--- src/rtl/fifo_burst_reader.sv ---
// Drains the dual-clock FIFO read port into a valid/ready stream, grouped into BURST-word or timed-out partial bursts.
// fifo_read to m_valid is 2 cycles; with m_ready low, reads stop once 3 words are buffered or in flight.
module fifo_burst_reader #(
    parameter int DW      = 8,
    parameter int AW      = 10,
    parameter int BURST   = 16,
    parameter int TIMEOUT = 255
) (
    input  logic          r_clk,
    input  logic          r_rst_n,
    output logic          fifo_read,
    input  logic [DW-1:0] fifo_dout,
    input  logic [AW-1:0] fifo_data_cnt,
    input  logic          fifo_empty,
    output logic [DW-1:0] m_data,
    output logic          m_valid,
    input  logic          m_ready,
    output logic          m_last,
    output logic          busy
);

    localparam int TW = (TIMEOUT < 1) ? 1 : $clog2(TIMEOUT + 1);
    localparam logic [TW-1:0] TIMEOUT_L = TW'(TIMEOUT);
    localparam logic [AW-1:0] BURST_L   = AW'(BURST);

    typedef enum logic [1:0] {
        S_IDLE,
        S_BURST,
        S_DRAIN
    } state_t;

    state_t        state;
    logic [TW-1:0] timer;
    logic [AW-1:0] len;
    logic [AW-1:0] issued;
    logic          inflight;
    logic          inflight_last;
    logic [DW-1:0] buf_dat [0:2];
    logic [2:0]    buf_last;
    logic [1:0]    wr_ptr;
    logic [1:0]    rd_ptr;
    logic [1:0]    occ;
    logic          xfer;
    logic          last_issue;

    function automatic logic [1:0] next_ptr(input logic [1:0] p);
        return (p == 2'd2) ? 2'd0 : p + 2'd1;
    endfunction

    assign m_valid    = (occ != 2'd0);
    assign m_data     = buf_dat[rd_ptr];
    assign m_last     = buf_last[rd_ptr];
    assign busy       = (state != S_IDLE);
    assign xfer       = m_valid && m_ready;
    assign last_issue = (issued == len - AW'(1));

    // Only registered terms besides fifo_empty: m_ready never reaches fifo_read combinationally.
    assign fifo_read = (state == S_BURST) && !fifo_empty && (issued < len)
                     && ((3'(occ) + 3'(inflight)) < 3'd3);

    always_ff @(posedge r_clk or negedge r_rst_n) begin
        if (!r_rst_n) begin
            state  <= S_IDLE;
            timer  <= '0;
            len    <= '0;
            issued <= '0;
        end else begin
            case (state)
                S_IDLE: begin
                    if (fifo_data_cnt >= BURST_L) begin
                        state  <= S_BURST;
                        len    <= BURST_L;
                        timer  <= '0;
                        issued <= '0;
                    end else if (timer == TIMEOUT_L && !fifo_empty) begin
                        state  <= S_BURST;
                        len    <= fifo_data_cnt;
                        timer  <= '0;
                        issued <= '0;
                    end else if (fifo_empty) begin
                        timer <= '0;
                    end else begin
                        timer <= timer + TW'(1);
                    end
                end
                S_BURST: begin
                    if (fifo_read) begin
                        issued <= issued + AW'(1);
                        if (last_issue) begin
                            state <= S_DRAIN;
                        end
                    end
                end
                S_DRAIN: begin
                    if (xfer && m_last) begin
                        state <= S_IDLE;
                    end
                end
                default: state <= S_IDLE;
            endcase
        end
    end

    // Three-entry skid buffer absorbing the 1-cycle FIFO read latency plus one stalled word.
    always_ff @(posedge r_clk or negedge r_rst_n) begin
        if (!r_rst_n) begin
            inflight      <= 1'b0;
            inflight_last <= 1'b0;
            wr_ptr        <= 2'd0;
            rd_ptr        <= 2'd0;
            occ           <= 2'd0;
            buf_last      <= 3'd0;
            for (int i = 0; i < 3; i++) begin
                buf_dat[i] <= '0;
            end
        end else begin
            inflight      <= fifo_read;
            inflight_last <= fifo_read && last_issue;
            if (inflight) begin
                buf_dat[wr_ptr]  <= fifo_dout;
                buf_last[wr_ptr] <= inflight_last;
                wr_ptr           <= next_ptr(wr_ptr);
            end
            if (xfer) begin
                rd_ptr <= next_ptr(rd_ptr);
            end
            case ({inflight, xfer})
                2'b10:   occ <= occ + 2'd1;
                2'b01:   occ <= occ - 2'd1;
                default: occ <= occ;
            endcase
        end
    end

endmodule

--- config.mk ---
export PLATFORM = sky130hd
export DESIGN_NAME = fifo_burst_reader
export DESIGN_NICKNAME = d
export VERILOG_FILES = /design/src/rtl/fifo_burst_reader.sv
export SDC_FILE = /design/constraint.sdc
export NUM_CORES = 1
export LEC_CHECK = 0
export CAP_MARGIN = 15
export CORE_UTILIZATION = 57
export CTS_CLUSTER_SIZE = 8
export DETAILED_ROUTE_END_ITERATION = 8
export PLACE_DENSITY = 0.83
export SLEW_MARGIN = 20
export SYNTH_ARGS = -nofsm -noshare
export SYNTH_HDL_FRONTEND = slang
export SYNTH_SLANG_ARGS = --single-unit
--- constraint.sdc ---
create_clock -name r_clk -period 2.2 [get_ports r_clk]
set_input_delay 0.55 -clock r_clk [delete_from_list [all_inputs] [get_ports r_clk]]
set_output_delay 0.55 -clock r_clk [all_outputs]
set_load 0.05 [all_outputs]
# Yosys cells after proc, flatten, opt, wreduce, memory -nomap -nowiden
# Index checks and enable logic that the tools add are counted.
# W data, S select, Z words.
# op_classes
add_sub_neg	8
magnitude_cmp	9
eq_ne	12
muxes	29
bitwise	2
reduce_logical	19
# op_table
cell	n
$mux W10	5
$mux W8	6
$bwmux W24	1
$pmux W10 S2	1
$bmux W8 S2	1
$demux W8 S2	1
$mux W2	7
$add A10 B1 Y10 const B	1
$eq A10 B10 Y1	1
$ge A10 B5 Y1 const B	1
$lt A10 B10 Y1	1
$reduce_bool A2 Y1	5
$sub A10 B1 Y10 const B	1
$logic_and A1 B1 Y1	9
$add A8 B1 Y8 const B	1
$eq A2 B2 Y1 const B	4
$eq A8 B8 Y1 const B	1
$add A2 B1 Y2 const B	3
$ge A3 B3 Y1 const B	2
$lt A2 B3 Y1 const B	2
$ne A2 B2 Y1 const B	3
$not A2 Y3	2
$pmux W2 S3	1
$eq A2 B1 Y1 const B	2
other kinds (16)	17
# totals
ff_bits	65
input_bits	22
out_inout_bits	12
wordCells	92

# Longest topological paths before layout
# Gate-level depths: netlist of run 1.
# depth
depth_word	6
depth_mapped	8
depth_no_buf	8

# Worst setup path before layout of run 1
# Ideal clock, no wire load.
# synth_path
path_kind	register to output
from	register rd_ptr[0]
to	output port m_data[0]
arrival_time_ns	2.024
required_ns	1.650
slack_ns	-0.374
path_stages_with_launch	4
n_path_buf	1
path_cell_list	dfrtp_1 > buf_1 > mux2i_1 > o21ai_0
# synth_via
elab_chain_cells	4
# synth_rtl
item	line_no	text
start, declared	41	logic [1:0] rd_ptr;
start signal, assigned	125	rd_ptr <= next_ptr(rd_ptr);
$not A2 Y3 (not written as such)	51	assign m_data = buf_dat[rd_ptr];
$bmux W8 S2	51	
$mux W8 (not written as such) (2 in series)	51	
end, declared	15	output logic [DW-1:0] m_data,
# No other way between the ends. The select of a mux whose other input is x is not followed.

# Worst setup path after layout of run 1
# layout_path
from	register occ[0]
to	output port fifo_read
# layout_via
elab_chain_cells	3
# layout_rtl
item	line_no	text
start, declared	42	logic [1:0] occ;
start signal, assigned	128	2'b10: occ <= occ + 2'd1;
start signal, assigned	129	2'b01: occ <= occ - 2'd1;
$add A2 B1 Y3	59	&& ((3'(occ) + 3'(inflight)) < 3'd3);
$lt A3 B2 Y1	59	
$logic_and A1 B1 Y1	59	
end, declared	11	output logic fifo_read,
# No other way between the ends.

==> flow_summary.yaml, run 1 <==
outcome:
  status: "finished, violations left"
  failed_checks: "negative setup slack"
place:
  dpl.cell_count: 469
  place.gp.congestion: 0.815
  hpwl_mm: 5.54
  io_buffer_count: 33
  pre_cts_ws_ns: -0.267
global_routing:
  grt_pass1_vias: 2830
  antenna_found_initial: 0
  grt_pass1_wl_mm: 13.1
  grt_start_max_net_pins: 66
  grt-ovfl-total: 0
  track_usage_pct: 27.6
routing:
  drt-total-wl_mm: 8.04
  via_per_inst: 5.80
  wl_met3_um: 249
  drt_pass1_iterations: 4
  postRouteAntennaNets: 0
  routedWlPerCell_um: 16.5
  wl_met1_mm: 3.35
  top_layer: "met4"
  first_iter_violations: 117
  vias: 2817
  route.detailed.drc: 0
  route.met2.wl_mm: 4.28
die:
  die-area_sq_um: 6430
  fp.dieH_um: 80.2
  die_w_um: 80.2
  ios: 34
  start_util_pct: 58.8
  rows: 28
  design.core.area_sq_um: 5920
synthesis:
  synth_compound_area_share_pct: 10.4
  syn-num-nets: 376
  synthMuxAreaShare_pct: 12.5
  ys_types: 48
  netlist_top_cells_count: "dfrtp_1 (65), o21ai_0 (33), nand2_1 (28), mux2_2 (27), nor2_1 (25)"
  synth_flop_cell: "dfrtp_1"
  async_reset_ff_share_pct: 100
  synth_area_leaders: "dfrtp_1 (47%), mux2_2 (8.7%), ha_1 (5.7%), o21ai_0 (4.7%), mux2i_1 (3.7%)"
  seq_area_frac_synth_pct: 46.7
  syn_inst: 338
  synth_seq_cells: 65
  synth_area_sq_um: 3480
  synth_edf_count: 0
  syn_avg_cell_area_sq_um: 10.3
  ys_warn_count: 0
  synth_top_family_by_area: "simple AND/OR/NAND/NOR gates"
  synth-simple-area-share_pct: 16.9
  synthXorXnorAreaFrac_pct: 4.78
  synthDominantCellAreaShare_pct: 46.7
  synth_largest_area_cell: "dfrtp_1"
  synth.most_common_cell: "dfrtp_1"
  synth_fa_ha_area_share_pct: 5.75
critical_path:
  path_buf_inv: 2
  max_stage_delay_ns: 0.42
  required_ns: 1.65
  crit_path_end_kind: "output pin"
  cpMaxStageDelayCell: "dfrtp_1"
  arrival_ns: 1.97
  path_max_fanout: 2
  critPathLaunchType: "flop"
  cp_top_family: "flip-flops"
  crit_type: "flop to output pin"
  crit_chain: "ha_2, ha_4, a22oi_2, and4_1, o31a_4, nand2_4, clkinvlp_4, buf_12"
finish:
  drive_gt1_share_pct: 29.9
  diodes: 0
  areaGrowthSynthToFinish_pct: 31.8
  instances_no_fill: 486
  nets: 444
sta:
  hold_viol: 0
  fin_ws_ns: -0.319
  report.final.slew_viol_count: 0
  tightest_slew_ns: 0.551
  fmax_mhz: 397
  post-route-min-period_ns: 2.52
  hold_slack_ns: 0.213
  maxSlewHeadroom_pct: 63.2
  clock_skew_ns: 0.00906
  rsz0062_at_grt: "yes"
  setup-violations-final: 1
  post-route-period-util_pct: 115
clock_tree:
  cts_sinks: 65
  clock_latency_ns: 0.35
  root_buffer: "clkbuf_8"
  cts_inserted_buffers: 9
  h-tree-depth: 3
  cts_buffer_depth: 2
  path_clk_slew_ns: 0.08
  cts_tree: "built"
power_and_ir_drop:
  power_leakage_nw: 2.02
  powerDensity_nw_per_um2: 1460
  p_total_mw: 6.68
  ir_drop_uv: 1140
hold_path:
  worstHoldPathType: "input port to asynchronous set/reset pin"
run:
  max_cap_violations: 0
==> worst paths after layout <==
check | cells after the start | startpoint | end | slack (ns)
worst max-delay path | 8 | occ[0]$_DFFE_PN0P_ | fifo_read | -0.32
worst min-delay path | 2 | r_rst_n | buf_dat[2]$_DFFE_PN0P_ | 0.21
worst max register to register | 9 | occ[0]$_DFFE_PN0P_ | state[1]$_DFFE_PN0P_ | 0.06
worst min register to register | 1 | buf_dat[6]$_DFFE_PN0P_ | buf_dat[6]$_DFFE_PN0P_ | 0.51
max in group asynchronous | 2 | r_rst_n | issued[4]$_DFFE_PN0P_ | 1.72
min in group r_clk | 1 | buf_dat[6]$_DFFE_PN0P_ | buf_dat[6]$_DFFE_PN0P_ | 0.51
==> report_power, final <==
part	total, mW	internal [mW]	switching, mW
Sequential	1.89	1.61	0.281
Clock	1.14	0.642	0.495
Combinational	3.66	1.74	1.91
Total	6.68	3.99	2.69
==> cell type report <==
type,instances,area [sq um]
clock buffer,10,128
clock inverter,6,92.6
fill,354,1330
inverter,18,71.3
multi-input combinational,246,1890
sequential,65,1630
tap,75,93.8
timing repair buffer,66,691
==> flip-flops by register name, indices dropped and copies added (netlist names) <==
register,cells
buf_dat,24
inflight_last,1
rd_ptr,2
buf_last,3
issued,10
len,10
occ,2
inflight,1
timer,8
state,2
wr_ptr,2
==> what timing repair did <==
action,4_1_cts,5_1_grt
hold buffers,0,0
pin swaps,6,1
gates resized for setup,7,9
buffers inserted,2,1
setup endpoints to repair,7,31
==> kinds of logic (layout without fill, tap and decap cells) <==
| group | after synthesis | after routing |
|---|---|---|
| AND/OR/NAND/NOR | 114 | 114 |
| AO/OA/AOI/OAI | 57 | 57 |
| multiplexers | 40 | 40 |
| adder cells (fa/ha/maj) | 16 | 16 |
| flip-flops | 65 | 65 |
| buffers and inverters | 27 | 100 |
| XOR/XNOR | 19 | 19 |
==> per-layer routing <==
| metal | up-vias | global-route usage, % |
|---|---|---|
| li1 | 1338 | - |
| met1 | 1395 | 32.5 |
| met2 | 68 | 48.6 |
| met3 | 16 | 6.25 |
| met4 | 0 | 10.7 |
| met5 | - | 0 |
==> through the flow <==
stage                     util [%]   TNS, ns  instance area (sq um)
after floorplan                  -  -0.00162                   3550
after global placement        72.5     -1.80                   4290
after detailed placement      72.5     -3.20                   4290
after CTS                     77.2    -0.302                   4570
after global routing          77.5    -0.461                   4590
final                         77.5    -0.319                   4590
==> layout by cell type (no fill, tap or decap), types with 11 or more instances in the layout <==
master / synthesis / layout
o21ai_0: 33 / 23
xnor2_1: 11 / 11
mux2i_1: 13 / 13
buf_12: 0 / 12
clkdlybuf4s50_1: 0 / 20
nand2_1: 28 / 28
nor2_1: 25 / 24
dfrtp_1: 65 / 65
nand3_1: 14 / 12
inv_1: 18 / 12
buf_4: 0 / 32
mux2_2: 27 / 27
Note: power is estimated with default switching activity, not from simulation.
==> run 2, diff against run 1 <==
--- a/config.mk
+++ b/config.mk
@@ -6,10 +6,10 @@
 export NUM_CORES = 1
 export LEC_CHECK = 0
 export CAP_MARGIN = 15
-export CORE_UTILIZATION = 57
+export CORE_UTILIZATION = 30
 export CTS_CLUSTER_SIZE = 8
 export DETAILED_ROUTE_END_ITERATION = 8
-export PLACE_DENSITY = 0.83
+export PLACE_DENSITY = 0.5
 export SLEW_MARGIN = 20
 export SYNTH_ARGS = -nofsm -noshare
 export SYNTH_HDL_FRONTEND = slang
==> flow_summary.yaml, run 2 (synthesis gave the netlist of run 1 again) <==
clock_tree:
  cts_tree: "built"
  cts_buffer_depth: 2
  h-tree-depth: 3
  root_buffer: "clkbuf_16"
  cts_sinks: 65
  cts_inserted_buffers: 9
  clock_latency_ns: 0.33
  path_clk_slew_ns: 0.06
die:
  start_util_pct: 31.4
  design.core.area_sq_um: 11100
  ios: 34
  fp.dieH_um: 110
  die_w_um: 110
  rows: 38
  die-area_sq_um: 12000
power_and_ir_drop:
  intPower_mw: 4.35
  power.share.switching_pct: 37.8
  power_leakage_nw: 2.12
  pwr-share-clk_pct: 21.3
  p_seq_share_pct: 26.6
  pwr-share-comb_pct: 52.1
  ir_drop_uv: 1210
  powerDensity_nw_per_um2: 1440
  switchingPower_mw: 2.64
finish:
  diodes: 0
  mostFrequentLayoutCells: "dfrtp_1 (65), buf_4 (45), nand2_1 (28), mux2_2 (27), nor2_1 (24)"
  fin_util_pct: 43.8
  reg.largest.list: "buf_dat: 24 flops, issued: 10 flops, len: 10 flops"
  fillers: 1048
  top_register: "buf_dat"
  instances_no_fill: 562
  nets: 455
  largest_register_ffs: 24
  drive_gt1_share_pct: 32.2
  final_common_cell: "dfrtp_1"
  areaGrowthSynthToFinish_pct: 39.3
sta:
  post-route-period-util_pct: 112
  setup-violations-final: 1
  fmax_mhz: 405
  fin_ws_ns: -0.272
  clock_skew_ns: 0.00681
  post-route-min-period_ns: 2.47
  maxSlewHeadroom_pct: 63.3
  tightest_slew_ns: 0.548
  report.final.slew_viol_count: 0
  fin_tns_setup_ns: -0.272
  rsz0062_at_grt: "yes"
  hold_viol: 0
critical_path:
  r2r-end: "issued[9]$_DFFE_PN0P_"
  crit_path_end_kind: "output pin"
  r2r-start: "len[6]$_DFFE_PN0P_"
  crit_chain: "ha_4, o21a_1, o211ai_1, o31a_4, nand2_4, clkinvlp_4, buf_12"
  crit_type: "flop to output pin"
  cpMaxStageDelayCell: "dfrtp_1"
  critPathLaunchType: "flop"
  path_max_fanout: 2
  arrival_ns: 1.92
  r2r_slack_ns: 0.14
  required_ns: 1.65
  max_stage_delay_ns: 0.41
  worst-r2r-cell-count: 9
global_routing:
  grt-ovfl-total: 0
  grt_start_max_net_pins: 66
  grt_pass1_wl_mm: 13.7
  grt_pass1_vias: 2740
  track_usage_pct: 15.1
  grt.busiest_layer: "met2"
  use_met1_pct: 20.3
  antenna_found_initial: 0
  grt_use_met2_pct: 23.4
  use_met3_pct: 4.27
outcome:
  failed_checks: "negative setup slack"
  status: "finished, violations left"
routing:
  routedWlPerCell_um: 14.1
  route.detailed.drc: 0
  drt-total-wl_mm: 7.95
  vias: 2692
  drt_pass1_iterations: 4
  via_per_inst: 4.79
  postRouteAntennaNets: 0
  first_iter_violations: 108
place:
  dpl.cell_count: 542
  pre_cts_ws_ns: -0.238
  hpwl_mm: 5.71
  io_buffer_count: 33
  place.gp.congestion: 0.787
hold_path:
  worstHoldPathType: "input port to asynchronous set/reset pin"
run:
  max_cap_violations: 0
-- run 2: layout make-up --
type / count / area [sq um] / area share, %
clock buffer: 11 / 253 / 5.21
clock inverter: 5 / 62.6 / 1.29
inverter: 18 / 71.3 / 1.47
multi-input combinational: 246 / 1900 / 39.2
sequential: 65 / 1630 / 33.5
tap: 140 / 175 / 3.61
timing repair buffer: 77 / 763 / 15.7
-- run 2: worst max-delay path by stage --
stage | to | depth (start not counted) | from
3_3_place_gp | timer[3]$_DFFE_PN0P_ | 8 | fifo_data_cnt[6]
5_1_grt | fifo_read | 7 | issued[7]$_DFFE_PN0P_
2_1_floorplan | m_data[0] | 3 | rd_ptr[0]$_DFFE_PN0P_
4_1_cts | fifo_read | 7 | issued[7]$_DFFE_PN0P_
6_report | fifo_read | 7 | issued[7]$_DFFE_PN0P_
3_5_place_dp | timer[2]$_DFFE_PN0P_ | 8 | fifo_data_cnt[6]
-- run 2: power groups by stage --
| stage | clock network, mW | registers, mW | logic, mW |
|---|---|---|---|
| 5_1_grt | 1.59 | 1.92 | 3.95 |
| 2_1_floorplan | 0 | 1.88 | 2.09 |
| 4_1_cts | 1.53 | 1.86 | 3.66 |
| 6_report | 1.49 | 1.86 | 3.64 |
| 3_5_place_dp | 0 | 1.87 | 3.55 |
| 3_3_place_gp | 0 | 1.86 | 3.52 |
-- run 2: critical path: cells and delay by family, from the launching register on --
| family | cells | cell delay, ns |
|---|---|---|
| AOI/OAI and AO/OA | 3 | 0.56 |
| adders and majority gates | 1 | 0.28 |
| buffers and inverters | 2 | 0.27 |
| DFF | 1 | 0.41 |
| and+or+nand+nor | 1 | 0.07 |
-- run 2: per-layer routing --
| layer | up-vias | share of wire [%] |
|---|---|---|
| met5 | - | 0 |
| met1 | 1286 | 49 |
| met2 | 43 | 47 |
| li1 | 1357 | - |
| met4 | 0 | 1.3 |
| met3 | 6 | 3.4 |
-- run 2: stage by stage --
stage | area (sq um) | power (mW) | hold slack, ns
floorplan | 3550 | 3.97 | 0.254
global placement | 4420 | 5.37 | 0.484
detailed placement | 4420 | 5.43 | 0.488
CTS | 4830 | 7.05 | 0.240
global route | 4850 | 7.45 | 0.252
finish | 4850 | 6.99 | 0.234
-- run 2: repair_timing --
item                       CTS  global route
setup endpoints to repair    1            25
resized for setup            8             5
hold buffers                 0             0
buffers inserted             3             1
pin swaps                    6             3
==> run 3, diff against run 2 <==
--- a/config.mk
+++ b/config.mk
@@ -9,7 +9,7 @@
 export CORE_UTILIZATION = 30
 export CTS_CLUSTER_SIZE = 8
 export DETAILED_ROUTE_END_ITERATION = 8
-export PLACE_DENSITY = 0.5
+export PLACE_DENSITY = 0.52
 export SLEW_MARGIN = 20
 export SYNTH_ARGS = -nofsm -noshare
 export SYNTH_HDL_FRONTEND = slang
==> constraint.sdc (replaced) <==
create_clock -name r_clk -period 2 [get_ports r_clk]
set_input_delay 0.5 -clock r_clk [delete_from_list [all_inputs] [get_ports r_clk]]
set_output_delay 0.5 -clock r_clk [all_outputs]
set_load 0.05 [all_outputs]
==> flow_summary.yaml, run 3 (synthesis gave the netlist of run 1 again) <==
outcome:
  status: "finished, violations left"
  failed_checks: "negative setup slack"
place:
  dpl.cell_count: 556
  place.gp.congestion: 0.793
  place_area_sq_um: 4550
  hpwl_mm: 5.69
  io_buffer_count: 33
  pre_cts_ws_ns: -0.382
global_routing:
  grt_start_max_net_pins: 66
  track_usage_pct: 14.9
  grt-ovfl-total: 0
  antenna_found_initial: 0
  grt_pass1_wl_mm: 13.7
  grt_pass1_vias: 2834
critical_path:
  cp_top_family: "adder cells"
  max_stage_delay_ns: 0.39
  arrival_ns: 1.95
  crit_type: "flop to output pin"
  path_max_fanout: 2
  critPathLaunchType: "flop"
  required_ns: 1.50
  path_buf_inv: 2
  crit_path_end_kind: "output pin"
  cpMaxStageDelayCell: "dfrtp_1"
  crit_chain: "ha_2, ha_4, a22oi_2, and4_1, o31a_4, nand2_4, clkinvlp_4, buf_12"
routing:
  drt_pass1_iterations: 4
  wl_met3_um: 306
  vias: 2798
  first_iter_violations: 73
  route.met2.wl_mm: 3.97
  postRouteAntennaNets: 0
  routedWlPerCell_um: 14.0
  via_per_inst: 4.84
  route.detailed.drc: 0
  top_layer: "met4"
  drt-total-wl_mm: 8.09
  wl_met1_mm: 3.71
die:
  design.core.area_sq_um: 11100
  rows: 38
  start_util_pct: 31.4
  ios: 34
  die_w_um: 110
  fp.dieH_um: 110
  die-area_sq_um: 12000
finish:
  reg.largest.list: "buf_dat: 24 flops, issued: 10 flops, len: 10 flops"
  instances_no_fill: 578
  diodes: 0
  largest_register_ffs: 24
  mostFrequentLayoutCells: "dfrtp_1 (63), buf_4 (53), nand2_1 (28), mux2_2 (27), nor2_1 (24)"
  final_common_cell: "dfrtp_1"
  top_register: "buf_dat"
  areaGrowthSynthToFinish_pct: 46.7
  drive_gt1_share_pct: 39.3
  nets: 471
  final_area_sq_um: 5110
clock_tree:
  cts_inserted_buffers: 9
  path_clk_slew_ns: 0.06
  cts_sinks: 65
  h-tree-depth: 3
  cts_buffer_depth: 2
  cts_hold_buf: 0
  cts_tree: "built"
  clock_latency_ns: 0.33
  root_buffer: "clkbuf_16"
sta:
  hold_viol: 0
  rsz0062_at_grt: "yes"
  fin_ws_ns: -0.446
  tightest_slew_ns: 0.560
  post-route-min-period_ns: 2.45
  fmax_mhz: 409
  hold_slack_ns: 0.181
  report.final.slew_viol_count: 0
  post-route-period-util_pct: 122
  setup-violations-final: 12
  clock_skew_ns: 0.00520
  maxSlewHeadroom_pct: 62.6
hold_path:
  worstHoldPathType: "input port to asynchronous set/reset pin"
power_and_ir_drop:
  power.share.switching_pct: 38.4
  power_leakage_nw: 2.25
  switchingPower_mw: 3.10
  powerDensity_nw_per_um2: 1580
  pwr-share-comb_pct: 54.5
  pwr-share-clk_pct: 20.0
  ir_drop_uv: 924
  intPower_mw: 4.98
  p_seq_share_pct: 25.5
run:
  max_cap_violations: 0
[run 3: cell types whose count changed in the layout (fill, tap and decap cells not counted), moves of 3 or more]
cell	previous run	this run
nand3_1	14	11
buf_6	0	6
clkdlybuf4s50_1	20	17
o21ai_0	23	20
o21ai_2	6	10
buf_4	45	53
dlymetal6s2s_1	0	3
[run 3: through the flow]
step	util (%)	setup TNS, ns	power, mW
3_3_place_gp	41.1	-5.05	6.02
5_1_grt	46.1	-2.11	8.58
3_5_place_dp	41.1	-5.47	6.09
6_report	46.1	-1.34	8.08
2_1_floorplan	-	-0.280	4.37
4_1_cts	44.9	-1.38	7.98
[run 3: metal layers]
layer,GRT usage [%],up-vias
li1,-,1398
met1,19.5,1336
met2,25.0,54
met3,2.90,10
met4,4.57,0
met5,0,-
[run 3: area by class of cell]
| cell class | instances | area [sq um] |
|---|---|---|
| Sequential cell | 65 | 1630 |
| Tap cell | 140 | 175 |
| Inverter | 18 | 71.3 |
| Clock inverter | 7 | 83.8 |
| Timing Repair Buffer | 93 | 923 |
| Clock buffer | 9 | 225 |
| Multi-Input combinational cell | 246 | 2000 |
| Fill cell | 1031 | 5970 |
[run 3: path summary, 6_finish.rpt]
path	from	to	slack (ns)	cells past startpoint
max	occ[0]$_DFFE_PN0P_	fifo_read	-0.45	8
min	r_rst_n	buf_dat[12]$_DFFE_PN0P_	0.18	2
max reg2reg	occ[0]$_DFFE_PN0P_	state[1]$_DFFE_PN0P_	-0.14	10
min reg2reg	buf_dat[15]$_DFFE_PN0P_	buf_dat[15]$_DFFE_PN0P_	0.50	1
max in group asynchronous	r_rst_n	len[2]$_DFFE_PN0P_	1.51	2
min in group r_clk	buf_dat[15]$_DFFE_PN0P_	buf_dat[15]$_DFFE_PN0P_	0.50	1
[run 3: timing repair]
action                     in CTS  in global routing
gates cloned                    0                  1
pin swaps                      20                 14
gates resized for setup        16                 30
setup buffers                   3                  3
setup endpoints to repair      11                 28
[run 3: power by group through the flow]
| stage | Sequential, mW | Clock (mW) | Combinational (mW) |
|---|---|---|---|
| after floorplan | 2.07 | 0 | 2.30 |
| after global placement | 2.04 | 0 | 3.99 |
| after detailed placement | 2.07 | 0 | 4.01 |
| after CTS | 2.05 | 1.66 | 4.26 |
| after global routing | 2.13 | 1.71 | 4.74 |
| final | 2.06 | 1.62 | 4.40 |
